===== src/rtl/trap_controller.sv =====
// Trap arbiter and sequencer: picks one exception or interrupt by fixed
// priority, flushes the pipeline, waits for the ROB to drain, then presents
// the trap to the CSR/redirect logic over a valid/ready handshake.
//
// state   | meaning
// --------+-----------------------------------------------------------
// IDLE    | arbitrating; mret honoured here only
// FLUSH   | one-cycle flush pulse being driven
// DRAIN   | waiting for rob_empty
// PRESENT | trap_valid high, waiting for trap_ready
module trap_controller #(
    parameter int NUM_EXC    = 8,
    parameter int NUM_IRQ    = 4,
    parameter int CODE_WIDTH = 5,
    parameter int XLEN       = 32,
    parameter int CNT_WIDTH  = 16
) (
    input  logic                  clk,
    input  logic                  rst,
    input  logic [NUM_EXC-1:0]    exc_req,
    input  logic [NUM_IRQ-1:0]    irq_pending,
    input  logic [NUM_IRQ-1:0]    irq_enable,
    input  logic                  global_ie,
    input  logic [XLEN-1:0]       epc_in,
    input  logic                  rob_empty,
    input  logic                  mret,
    input  logic                  trap_ready,
    output logic                  flush,
    output logic                  trap_valid,
    output logic [CODE_WIDTH-1:0] trap_code,
    output logic                  trap_is_irq,
    output logic [XLEN-1:0]       trap_epc,
    output logic                  in_handler,
    output logic                  busy,
    output logic [CNT_WIDTH-1:0]  trap_count
);

    typedef enum logic [1:0] {
        S_IDLE    = 2'd0,
        S_FLUSH   = 2'd1,
        S_DRAIN   = 2'd2,
        S_PRESENT = 2'd3
    } state_t;

    state_t                state;
    logic [NUM_IRQ-1:0]    irq_qual;
    logic                  exc_any;
    logic                  irq_any;
    logic [CODE_WIDTH-1:0] exc_idx;
    logic [CODE_WIDTH-1:0] irq_idx;

    // Interrupts are masked globally and while a handler is resident; the
    // registered in_handler is used, so an mret in the same cycle does not
    // unmask until the following evaluation.
    assign irq_qual = irq_pending & irq_enable & {NUM_IRQ{global_ie & ~in_handler}};
    assign exc_any  = |exc_req;
    assign irq_any  = |irq_qual;

    // Lowest-index priority encoders; scanning downward lets the lowest set bit win.
    always_comb begin
        exc_idx = '0;
        for (int i = NUM_EXC - 1; i >= 0; i--) begin
            if (exc_req[i]) exc_idx = CODE_WIDTH'(i);
        end
        irq_idx = '0;
        for (int j = NUM_IRQ - 1; j >= 0; j--) begin
            if (irq_qual[j]) irq_idx = CODE_WIDTH'(j);
        end
    end

    // Trap sequencing FSM with all outputs registered.
    always_ff @(posedge clk or posedge rst) begin
        if (rst) begin
            state       <= S_IDLE;
            flush       <= 1'b0;
            trap_valid  <= 1'b0;
            trap_code   <= '0;
            trap_is_irq <= 1'b0;
            trap_epc    <= '0;
            in_handler  <= 1'b0;
            busy        <= 1'b0;
            trap_count  <= '0;
        end else begin
            case (state)
                S_IDLE: begin
                    if (mret) in_handler <= 1'b0;
                    if (exc_any) begin
                        trap_code   <= exc_idx;
                        trap_is_irq <= 1'b0;
                        trap_epc    <= epc_in;
                        flush       <= 1'b1;
                        busy        <= 1'b1;
                        state       <= S_FLUSH;
                    end else if (irq_any) begin
                        trap_code   <= irq_idx;
                        trap_is_irq <= 1'b1;
                        trap_epc    <= epc_in;
                        flush       <= 1'b1;
                        busy        <= 1'b1;
                        state       <= S_FLUSH;
                    end
                end
                S_FLUSH: begin
                    flush <= 1'b0;
                    state <= S_DRAIN;
                end
                S_DRAIN: begin
                    if (rob_empty) begin
                        trap_valid <= 1'b1;
                        state      <= S_PRESENT;
                    end
                end
                S_PRESENT: begin
                    if (trap_ready) begin
                        trap_valid <= 1'b0;
                        busy       <= 1'b0;
                        in_handler <= 1'b1;
                        trap_count <= trap_count + CNT_WIDTH'(1);
                        state      <= S_IDLE;
                    end
                end
                default: begin
                    flush      <= 1'b0;
                    trap_valid <= 1'b0;
                    busy       <= 1'b0;
                    state      <= S_IDLE;
                end
            endcase
        end
    end

endmodule


===== config.mk =====
export PLATFORM = sky130hd
export DESIGN_NAME = trap_controller
export DESIGN_NICKNAME = d
export VERILOG_FILES = /design/src/rtl/trap_controller.sv
export SDC_FILE = /design/constraint.sdc
export NUM_CORES = 1
export LEC_CHECK = 0
export ABC_AREA = 1
export BUFFER_PORTS_ARGS = -buffer_cell sky130_fd_sc_hd__buf_4
export CORE_MARGIN = 1
export CORE_UTILIZATION = 31
export DETAILED_ROUTE_END_ITERATION = 8
export GPL_TIMING_DRIVEN = 0
export PLACE_DENSITY = 0.63
export SETUP_SLACK_MARGIN = 0.15
export SYNTH_ARGS = -nofsm -noshare
export SYNTH_HDL_FRONTEND = slang
export SYNTH_SLANG_ARGS = --single-unit

===== constraint.sdc =====
create_clock -name clk -period 3.2 [get_ports clk]
set_input_delay 0.64 -clock clk [delete_from_list [all_inputs] [get_ports clk]]
set_output_delay 0.64 -clock clk [all_outputs]
set_load 0.01 [all_outputs]

# Word level (Yosys, flattened, before mapping)
# Index checks and enable logic that the tools add are counted.
# word_totals
register_bits	60
out_inout_bits	58
word_cells	67
# op_classes
addsub	1
eq_ne	7
muxes	32
bitwise	4
n_reduce_logical	14
# op_table
operator	count
32-bit 2-to-1 mux	2
5-bit 2-to-1 mux	12
16-bit by 1-bit adder with 16-bit output (second input constant)	1
3-bit AND reduction	4
2-bit 2-to-1 mux	5
4-bit bitwise AND	2
1-bit case mux with 2 select lines	4
2-bit case mux with 4 select lines	1
2-bit nonzero test	4
8-bit OR reduction	1
1-bit 2-to-1 mux	7
2-bit inequality test (second input constant)	3
2-bit AND reduction	3
2-bit equality test (second input constant)	2
4-bit OR reduction	1
3-bit 2-to-1 mux	1
3-bit inequality test (second input constant)	1
2-bit by 1-bit equality test with 1-bit output (second input constant)	1
2-bit logical NOT	1
1-bit bitwise AND	1
1-bit inverter	1

# Logic depth before layout (Yosys ltp)
# Gate-level depths: netlist of the first run.
# depth
depth_word	9
mapped_depth	11
ltp_nobuf	11

# Worst setup path before layout of the first run
# Ideal clock, no wire load.
# synth_path
path_kind	input port to flip-flop
startpoint	in global_ie
endpoint	reg trap_epc[10]
setup_time_ps	116
arrival_ps	1459
path_slack_ps	1625
cell_stages	11
cell_sequence	inv_1 nor2_2 nand2_1 nand2_1 nor2_2 nand2_2 nand2_4 buf_8 buf_12 nand2_2 nand2_1
# synth_between
elab_chain_len	5
# synth_lines
element	line	text
start, declared	23	input logic global_ie,
1-bit bitwise AND	55	assign irq_qual = irq_pending & irq_enable & {NUM_IRQ{global_ie & ~in_handler}};
4-bit bitwise AND	55	
4-bit OR reduction	57	assign irq_any = |irq_qual;
2-bit nonzero test (no source line)	-	
2-bit AND reduction (no source line)	-	
end signal, assigned	90	trap_epc <= epc_in;
end signal, assigned	97	trap_epc <= epc_in;
end, declared	32	output logic [XLEN-1:0] trap_epc,
# Every way passes these cells.
# A chain may end at the register's enable or synchronous reset.

# Worst setup path after layout of the first run
# layout_path
startpoint	reg state[1]
endpoint	reg trap_count[14]
# layout_between
elab_chain_len	2
# layout_lines
element	line	text
start, declared	45	state_t state;
start signal, assigned	74	state <= S_IDLE;
start signal, assigned	93	state <= S_FLUSH;
start signal, assigned	100	state <= S_FLUSH;
2-bit equality test	84	case (state)
2-bit AND reduction (no source line)	-	
end signal, assigned	118	trap_count <= trap_count + CNT_WIDTH'(1);
end, declared	35	output logic [CNT_WIDTH-1:0] trap_count
# Every way passes these cells.

==> results of run 1 <==
[cells in the final DEF, fill, tap and decap left out, types with 3 or more instances in the layout]
cell,instances
nor2_1,8
nor3_1,3
nand2_2,13
ha_1,6
dfrtp_1,58
xnor2_1,6
nor2_2,6
nand2_1,157
inv_1,28
o21ai_0,7
nor2_4,3
xor2_1,6
buf_4,113
clkbuf_8,11
nand3_1,7
[where the power goes]
group	switching (mW)	leakage, nW	internal [mW]	total [mW]
combinational	0.745	1.40	0.681	1.43
sequential	0.185	0.738	1.01	1.20
clock	0.266	0.101	0.390	0.656
[worst reg2reg max path, delay by kind of cell, from the launching register on]
family | cells | cell delay [ns]
flops | 1 | 0.40
simple gates | 7 | 0.90
fa+ha+maj | 1 | 0.24
[state kept, by name (all words and copies together) (netlist names)]
signal	flops
trap_epc	32
trap_count	16
trap_code	3
state	2
busy	1
flush	1
in_handler	1
trap_is_irq	1
trap_valid	1
[metrics by stage]
stage | setup WS (ns) | cells | utilization
2_1_floorplan | 1.13 | 332 | -
3_3_place_gp | 0.308 | 549 | 0.430
3_5_place_dp | 1.36 | 550 | 0.432
4_1_cts | 1.53 | 564 | 0.454
5_1_grt | 1.37 | 564 | 0.454
6_report | 1.56 | 564 | 0.454
[logic make-up after synthesis]
kind of cell | share of synthesized area
XOR/XNOR | 0.0377
flip-flops | 0.520
other | 0.00134
adder cells (fa/ha/maj) | 0.0269
AO/OA/AOI/OAI | 0.0197
buffers and inverters | 0.0722
AND/OR/NAND/NOR | 0.322
[metal layers]
| metal | up-vias | wire, um | GRT usage |
|---|---|---|---|
| met2 | 76 | 2810 | 0.215 |
| met4 | 0 | 74 | 0.0482 |
| met5 | - | 0 | 0 |
| li1 | 1238 | - | - |
| met3 | 10 | 356 | 0.0419 |
| met1 | 1055 | 3100 | 0.195 |
[area by class of cell]
type | count | area (um2) | area share
flip-flops and latches | 58 | 1450 | 0.367
multi-input cells | 235 | 1140 | 0.288
repair buffers | 110 | 838 | 0.212
clock buffers | 11 | 151 | 0.0383
well taps | 108 | 135 | 0.0341
inverters | 30 | 115 | 0.0291
plain buffers | 9 | 86.3 | 0.0218
clock inverters | 3 | 40.0 | 0.0101
[how the worst max path moves through the flow]
| stage | from | endpoint | slack, ns |
|---|---|---|---|
| after floorplan | rst | busy$_DFFE_PP0P_ | 1.13 |
| after CTS | state[1]$_DFFE_PP0P_ | trap_count[11]$_DFFE_PP0P_ | 1.53 |
| final | state[1]$_DFFE_PP0P_ | trap_count[14]$_DFFE_PP0P_ | 1.56 |
| after global placement | rst | trap_epc[30]$_DFFE_PP0P_ | 0.31 |
| after detailed placement | exc_req[2] | trap_epc[26]$_DFFE_PP0P_ | 1.36 |
| after global routing | state[1]$_DFFE_PP0P_ | trap_count[11]$_DFFE_PP0P_ | 1.37 |
==> results.json, run 1 <==
{
  "maxCapViolCount": 0,
  "slew_headroom": 0.630,
  "cp_top_family": "simple AND/OR/NAND/NOR gates",
  "place.gp.congestion": 0.788,
  "worst-path-buf-inv": 0,
  "nets": 513,
  "cts_resized": 0,
  "antennaDiodeCount": 0,
  "hold_path.class": "in2async",
  "rsz0062_at_grt": "no",
  "setup_viol": 0,
  "seq_area_frac_synth": 0.520,
  "synth_edf_count": 0,
  "path_cells": "ha_1 > nand2_2 > nor2_4 > nand2_2 > nor2_2 > nand2_1 > nor3_1 > nor2_1",
  "yosysMostFrequentCell": "nand2_1",
  "htreeDepth": 3,
  "final_max_slew_viol_count": 0,
  "synthFlopType": "dfrtp_1",
  "wirelength_mm": 6.35,
  "fin_crit_ns": 1.64,
  "synth_cells": 331,
  "io_buffers": 109,
  "post-dp-hpwl_mm": 4.87,
  "power.density_mw_per_mm2": 828,
  "critical_path_class": "reg2reg",
  "fmax_ghz": 0.610,
  "syn_area_mm2": 0.00279,
  "synth_commonest_cells": "157 x nand2_1, 58 x dfrtp_1, 29 x inv_1",
  "root_buffer": "clkbuf_8",
  "clk_latency_ns": 0.32,
  "die_h_um": 96.9,
  "grt_pass1_wl_mm": 10.7,
  "leakage_nw": 2.24,
  "core-area_mm2": 0.00872,
  "tightest_slew_ns": 0.554,
  "first_iter_violations": 30,
  "start_util": 0.320,
  "grt_start_max_net_pins": 36,
  "area_growth_pct": 41.9,
  "antenna_found_initial": 0,
  "dieWidth_um": 96.9,
  "yosys_warnings": 0,
  "synth_seq_cells": 58,
  "cp-end-kind": "register",
  "synth_area_leaders": "dfrtp_1 52%, nand2_1 21%, inv_1 3.9%",
  "finalSetupTns_ns": 0,
  "first_global_vias": 2225,
  "post-synth-top-area-fraction": 0.520,
  "slowest_delay_ns": 0.40,
  "cts_buffer_depth": 2,
  "synth-async-reset-ratio": 1.00,
  "hold_violations": 0,
  "drive_gt1_frac": 0.355,
  "cts.sinks": 58,
  "ant_nets": 0,
  "slowest_stage": "dfrtp_1",
  "stdcell_area_mm2": 0.00396,
  "status": "completed",
  "holdWs_ns": 0.367,
  "period_share": 0.512,
  "synth_cell_types": 29,
  "worstPathRequired_ns": 3.41,
  "vias": 2379,
  "cts_setup_buffers": 0,
  "numCtsBuffers": 9,
  "boundaryPins": 112,
  "drc": 0,
  "dpl_cell_area_mm2": 0.00377,
  "cts_tree": "yes",
  "r2r_start": "state[1]$_DFFE_PP0P_",
  "rrSetupSlack_ns": 1.56,
  "firstDrtPassIters": 4,
  "fillers": 852,
  "via_per_inst": 4.22,
  "grt-ovfl-total": 0,
  "synth_top_area_cell": "dfrtp_1",
  "start_kind": "register",
  "avgSynthCellArea_um2": 8.43,
  "cpMostUsedCell": "nand2_2",
  "critPathArrivalTime_ns": 1.85,
  "placementRows": 34,
  "ir_drop_mv": 0.274,
  "cts_hold_buffers": 0,
  "wire_per_inst_um": 11.3,
  "power_mw": 3.28,
  "critPathMaxFanout": 7,
  "r2r_cells": 8,
  "die-area_mm2": 0.00938,
  "grt_usage": 0.142,
  "path_clk_slew_ns": 0.07,
  "clock_skew_ns": 0.00573,
  "reg2reg_to": "trap_count[14]$_DFFE_PP0P_",
  "crit_cells": 8
}
Note: power is estimated with default switching activity, not from simulation.
==> run 2, diff against run 1 <==
==> constraint.sdc (replaced) <==
create_clock -name clk -period 1.6 [get_ports clk]
set_input_delay 0.32 -clock clk [delete_from_list [all_inputs] [get_ports clk]]
set_output_delay 0.32 -clock clk [all_outputs]
set_load 0.01 [all_outputs]
==> results.json, run 2 (synthesis gave the netlist of run 1 again) <==
{
  "firstDrtPassIters": 4,
  "fin_ws_ns": 0.154,
  "largest_reg_flops": 32,
  "p_seq_frac": 0.330,
  "rsz0062_at_grt": "yes",
  "p_switching_mw": 2.72,
  "placementRows": 34,
  "dpl_cell_area_mm2": 0.00375,
  "ant_nets": 0,
  "vias": 2506,
  "drive_gt1_frac": 0.447,
  "largest-register": "trap_epc",
  "slew_headroom": 0.549,
  "die_h_um": 96.9,
  "numCtsBuffers": 9,
  "setup_viol": 0,
  "p_int_mw": 4.67,
  "cts.sinks": 58,
  "power.density_mw_per_mm2": 1710,
  "boundaryPins": 112,
  "critPathMaxFanout": 6,
  "tightest_slew_ns": 0.676,
  "hold_violations": 0,
  "via_per_inst": 4.34,
  "htreeDepth": 3,
  "dr_wl_met2_mm": 3.49,
  "fmax_ghz": 0.692,
  "clk_latency_ns": 0.33,
  "maxCapViolCount": 0,
  "status": "completed",
  "drc": 0,
  "io_buffers": 109,
  "hold_path.class": "in2async",
  "critical_path_class": "reg2reg",
  "dieWidth_um": 96.9,
  "grt_pass1_wl_mm": 11.6,
  "routedLengthMet1_mm": 2.93,
  "clkPwrFrac": 0.179,
  "fin_crit_ns": 1.45,
  "path_clk_slew_ns": 0.06,
  "area_growth_pct": 54.6,
  "core-area_mm2": 0.00872,
  "combPwrFrac": 0.490,
  "stdcell_area_mm2": 0.00431,
  "antennaDiodeCount": 0,
  "grt_start_max_net_pins": 59,
  "top_layer": "met4",
  "root_buffer": "clkbuf_8",
  "clock_skew_ns": 0.00575,
  "place_ws_ns": -0.0453,
  "wire_per_inst_um": 11.9,
  "swShare": 0.368,
  "grt_usage": 0.152,
  "critPathArrivalTime_ns": 1.66,
  "place.gp.congestion": 0.775,
  "start_util": 0.320,
  "wl_met3_um": 410,
  "leakage_nw": 2.38,
  "first_global_vias": 2474,
  "cts_hold_buffers": 0,
  "final_max_slew_viol_count": 0,
  "cp-end-kind": "register",
  "worstPathRequired_ns": 1.82,
  "reg.largest.list": "trap_epc x32, trap_count x16, trap_code x3",
  "ir_drop_mv": 0.818,
  "cts_tree": "yes",
  "cts_buffer_depth": 2,
  "start_kind": "register",
  "first_iter_violations": 74,
  "final_cell_mix": "134 x nand2_1, 122 x buf_4, 56 x dfrtp_1",
  "post-dp-hpwl_mm": 4.81,
  "die-area_mm2": 0.00938,
  "period_share": 0.904,
  "layout_commonest_cell": "nand2_1",
  "wirelength_mm": 6.86,
  "nets": 527,
  "antenna_found_initial": 0,
  "grt-ovfl-total": 0
}
run 2: changes by cell type in the layout (fill, tap and decap cells not counted), sizes merged:
cell,change
buf,+11
inv,-1
clkbuf,+3
clkinvlp,+1
run 2: path summary, 6_finish.rpt:
path | slack (ns) | start | cells after the start | to
max | 0.15 | in_handler$_DFFE_PP0P_ | 10 | trap_epc[2]$_DFFE_PP0P_
min | 0.08 | rst | 2 | trap_epc[12]$_DFFE_PP0P_
max reg2reg | 0.15 | in_handler$_DFFE_PP0P_ | 10 | trap_epc[2]$_DFFE_PP0P_
min reg2reg | 0.48 | trap_is_irq$_DFFE_PP0P_ | 2 | trap_is_irq$_DFFE_PP0P_
max in group asynchronous | 0.93 | rst | 3 | state[0]$_DFFE_PP0P_
min in group clk | 0.19 | epc_in[9] | 3 | trap_epc[9]$_DFFE_PP0P_
run 2: critical path: stages, from the launching register on:
cell and delay, ns:
dfrtp_1 0.42, nor2_4 0.15, nand2_2 0.07, nand2_2 0.08, nor2_2 0.04, nand2_2 0.07
nand2_4 0.08, buf_12 0.15, clkbuf_16 0.15, nand2_1 0.05, nand2_1 0.05
run 2: power groups by stage:
stage               Sequential, mW  Clock [mW]  Combinational [mW]
finish                        2.44        1.33                3.63
global route                  2.51        1.45                4.00
CTS                           2.39        1.38                3.06
detailed placement            2.41           0                2.92
global placement              2.38           0                2.84
floorplan                     2.61           0                1.42
run 2: per-layer routing:
| metal | track usage | up-vias |
|---|---|---|
| met4 | 0.0344 | 0 |
| met5 | 0 | - |
| met3 | 0.0571 | 4 |
| met2 | 0.252 | 76 |
| met1 | 0.187 | 1159 |
| li1 | - | 1267 |
run 2: cell type report:
type	count	area (um2)
clock inverter	3	40.0
timing repair buffer	124	996
multi-input combinational	235	1310
tap	108	135
inverter	30	119
clock buffer	11	151
fill	832	4410
sequential	58	1450
buffer	9	109
run 2: repair_timing:
action,in CTS,in global routing
pin swaps,1,14
cloned,0,3
buffers inserted,4,7
resized for setup,9,45
endpoints found under the setup margin,40,42
run 2: stage by stage:
stage	hold slack, ns	TNS (ns)	power (mW)	util	instances
after global routing	0.116	0	7.96	0.495	578
final	0.0843	0	7.39	0.495	578
after detailed placement	0.466	-0.0932	5.33	0.431	549
after floorplan	0.413	0	4.03	-	332
after CTS	0.162	0	6.83	0.461	567
after global placement	0.460	0	5.22	0.431	549
==> run 3, diff against run 2 <==
--- a/config.mk
+++ b/config.mk
@@ -10,8 +10,7 @@
 export CORE_MARGIN = 1
 export CORE_UTILIZATION = 31
 export DETAILED_ROUTE_END_ITERATION = 8
-export GPL_TIMING_DRIVEN = 0
-export PLACE_DENSITY = 0.63
+export PLACE_DENSITY = 0.53
 export SETUP_SLACK_MARGIN = 0.15
 export SYNTH_ARGS = -nofsm -noshare
 export SYNTH_HDL_FRONTEND = slang
==> results.json, run 3 (synthesis gave the netlist of run 1 again) <==
{
  "p_seq_frac": 0.331,
  "firstDrtPassIters": 4,
  "cts_tree": "yes",
  "critical_path_class": "reg2reg",
  "cts_buffer_depth": 2,
  "placementRows": 34,
  "boundaryPins": 112,
  "fin_cells": 576,
  "status": "completed",
  "fmax_ghz": 0.689,
  "start_util": 0.320,
  "final_max_slew_viol_count": 0,
  "fin_util": 0.498,
  "cp_top_family": "simple AND/OR/NAND/NOR gates",
  "ant_nets": 0,
  "dp_cells": 548,
  "cts.sinks": 58,
  "rrSetupSlack_ns": 0.15,
  "via_per_inst": 4.41,
  "fillers": 839,
  "clkPwrFrac": 0.171,
  "setup_viol": 0,
  "finalSetupTns_ns": 0,
  "die-area_mm2": 0.00938,
  "multi_input_comb_area_mm2": 0.00137,
  "drive_gt1_frac": 0.453,
  "area_growth_pct": 55.7,
  "dieWidth_um": 96.9,
  "rsz0062_at_grt": "yes",
  "nets": 524,
  "start_kind": "register",
  "reg.largest.list": "trap_epc x32, trap_count x16, trap_code x3",
  "clk_latency_ns": 0.33,
  "cpMostUsedCell": "nand2_1",
  "maxCapViolCount": 0,
  "antenna_found_initial": 0,
  "power_mw": 7.44,
  "cp-end-kind": "register",
  "place_ws_ns": 0.00403,
  "worstPathRequired_ns": 1.82,
  "clock_skew_ns": 0.00656,
  "numCtsBuffers": 9,
  "root_buffer": "clkbuf_8",
  "slowest_stage": "dfrtp_1",
  "period_share": 0.908,
  "first_iter_violations": 63,
  "leakage_nw": 2.39,
  "largest-register": "trap_epc",
  "seq_area_mm2": 0.00145,
  "fin_crit_ns": 1.45,
  "grt_usage": 0.153,
  "first_global_vias": 2368,
  "layout_commonest_cell": "nand2_1",
  "place.gp.congestion": 0.744,
  "largest_reg_flops": 32,
  "reg2reg_to": "trap_epc[18]$_DFFE_PP0P_",
  "htreeDepth": 3,
  "ir_drop_mv": 0.852,
  "final_cell_mix": "123 x nand2_1, 120 x buf_4, 58 x dfrtp_1",
  "swShare": 0.388,
  "worst-path-buf-inv": 2,
  "power.density_mw_per_mm2": 1710,
  "grt_pass1_wl_mm": 11.4,
  "path_cells": "inv_1 > nand2_1 > a21oi_2 > nor2_4 > nand2_4 > nand2_8 > clkbuf_16 > nand2_1 > nand2_1",
  "slowest_delay_ns": 0.43,
  "wirelength_mm": 7.30,
  "antennaDiodeCount": 0,
  "path_clk_slew_ns": 0.06,
  "grt_start_max_net_pins": 59,
  "hold_violations": 0,
  "critPathMaxFanout": 9,
  "r2r_cells": 9,
  "wire_per_inst_um": 12.7,
  "vias": 2539,
  "grt-ovfl-total": 0,
  "combPwrFrac": 0.498,
  "core-area_mm2": 0.00872,
  "drc": 0,
  "r2r_start": "in_handler$_DFFE_PP0P_",
  "hold_path.class": "in2async",
  "p_int_mw": 4.55,
  "post-dp-hpwl_mm": 4.73,
  "die_h_um": 96.9,
  "io_buffers": 109,
  "fin_ws_ns": 0.148,
  "critPathArrivalTime_ns": 1.67,
  "p_switching_mw": 2.89
}
-- run 3: power by group through the flow --
stage / clock (mW) / combinational [mW] / sequential, mW
finish: 1.28 / 3.71 / 2.46
global route: 1.40 / 4.06 / 2.53
CTS: 1.34 / 2.92 / 2.37
detailed placement: 0 / 2.81 / 2.39
global placement: 0 / 2.79 / 2.38
floorplan: 0 / 1.42 / 2.61
-- run 3: final cells by class --
cell class / count / area share
clock buffer: 14 / 0.0421
clock inverter: 1 / 0.00173
inverter: 30 / 0.0297
multi-input combinational: 236 / 0.315
sequential: 58 / 0.334
tap: 108 / 0.0311
timing repair buffer: 127 / 0.242
timing repair inverter: 2 / 0.00461
-- run 3: how the worst max path moves through the flow --
stage	start	to	slack, ns	cells past startpoint
final	in_handler$_DFFE_PP0P_	trap_epc[18]$_DFFE_PP0P_	0.15	9
after global routing	in_handler$_DFFE_PP0P_	trap_epc[21]$_DFFE_PP0P_	0.05	9
after CTS	in_handler$_DFFE_PP0P_	trap_epc[10]$_DFFE_PP0P_	0.15	9
after detailed placement	state[1]$_DFFE_PP0P_	trap_count[11]$_DFFE_PP0P_	0.004	8
after global placement	state[0]$_DFFE_PP0P_	trap_count[11]$_DFFE_PP0P_	0.06	8
after floorplan	state[0]$_DFFE_PP0P_	trap_count[11]$_DFFE_PP0P_	0.17	8
-- run 3: through the flow --
stage / instance area (um2) / hold slack (ns)
3_5_place_dp: 3740 / 0.439
3_3_place_gp: 3740 / 0.439
4_1_cts: 3980 / 0.0599
5_1_grt: 4340 / 0.0796
6_report: 4340 / 0.0574
2_1_floorplan: 2800 / 0.413
-- run 3: repair_timing --
action,CTS,global route
resized for setup,8,63
pin swaps,0,37
cloned,0,6
endpoints found under the setup margin,46,44
hold buffers,0,0
buffers inserted,2,5
-- run 3: metal layers --
| layer | global-route usage | up-vias | share of wire |
|---|---|---|---|
| li1 | - | 1262 | - |
| met1 | 0.194 | 1199 | 0.45 |
| met2 | 0.236 | 73 | 0.48 |
| met3 | 0.0621 | 5 | 0.058 |
| met4 | 0.0482 | 0 | 0.0099 |
| met5 | 0 | - | 0 |
-- run 3: tightest hold or removal path, delay by kind of cell --
kind	cells	cell delay, ns
buffers and inverters	3	0.47
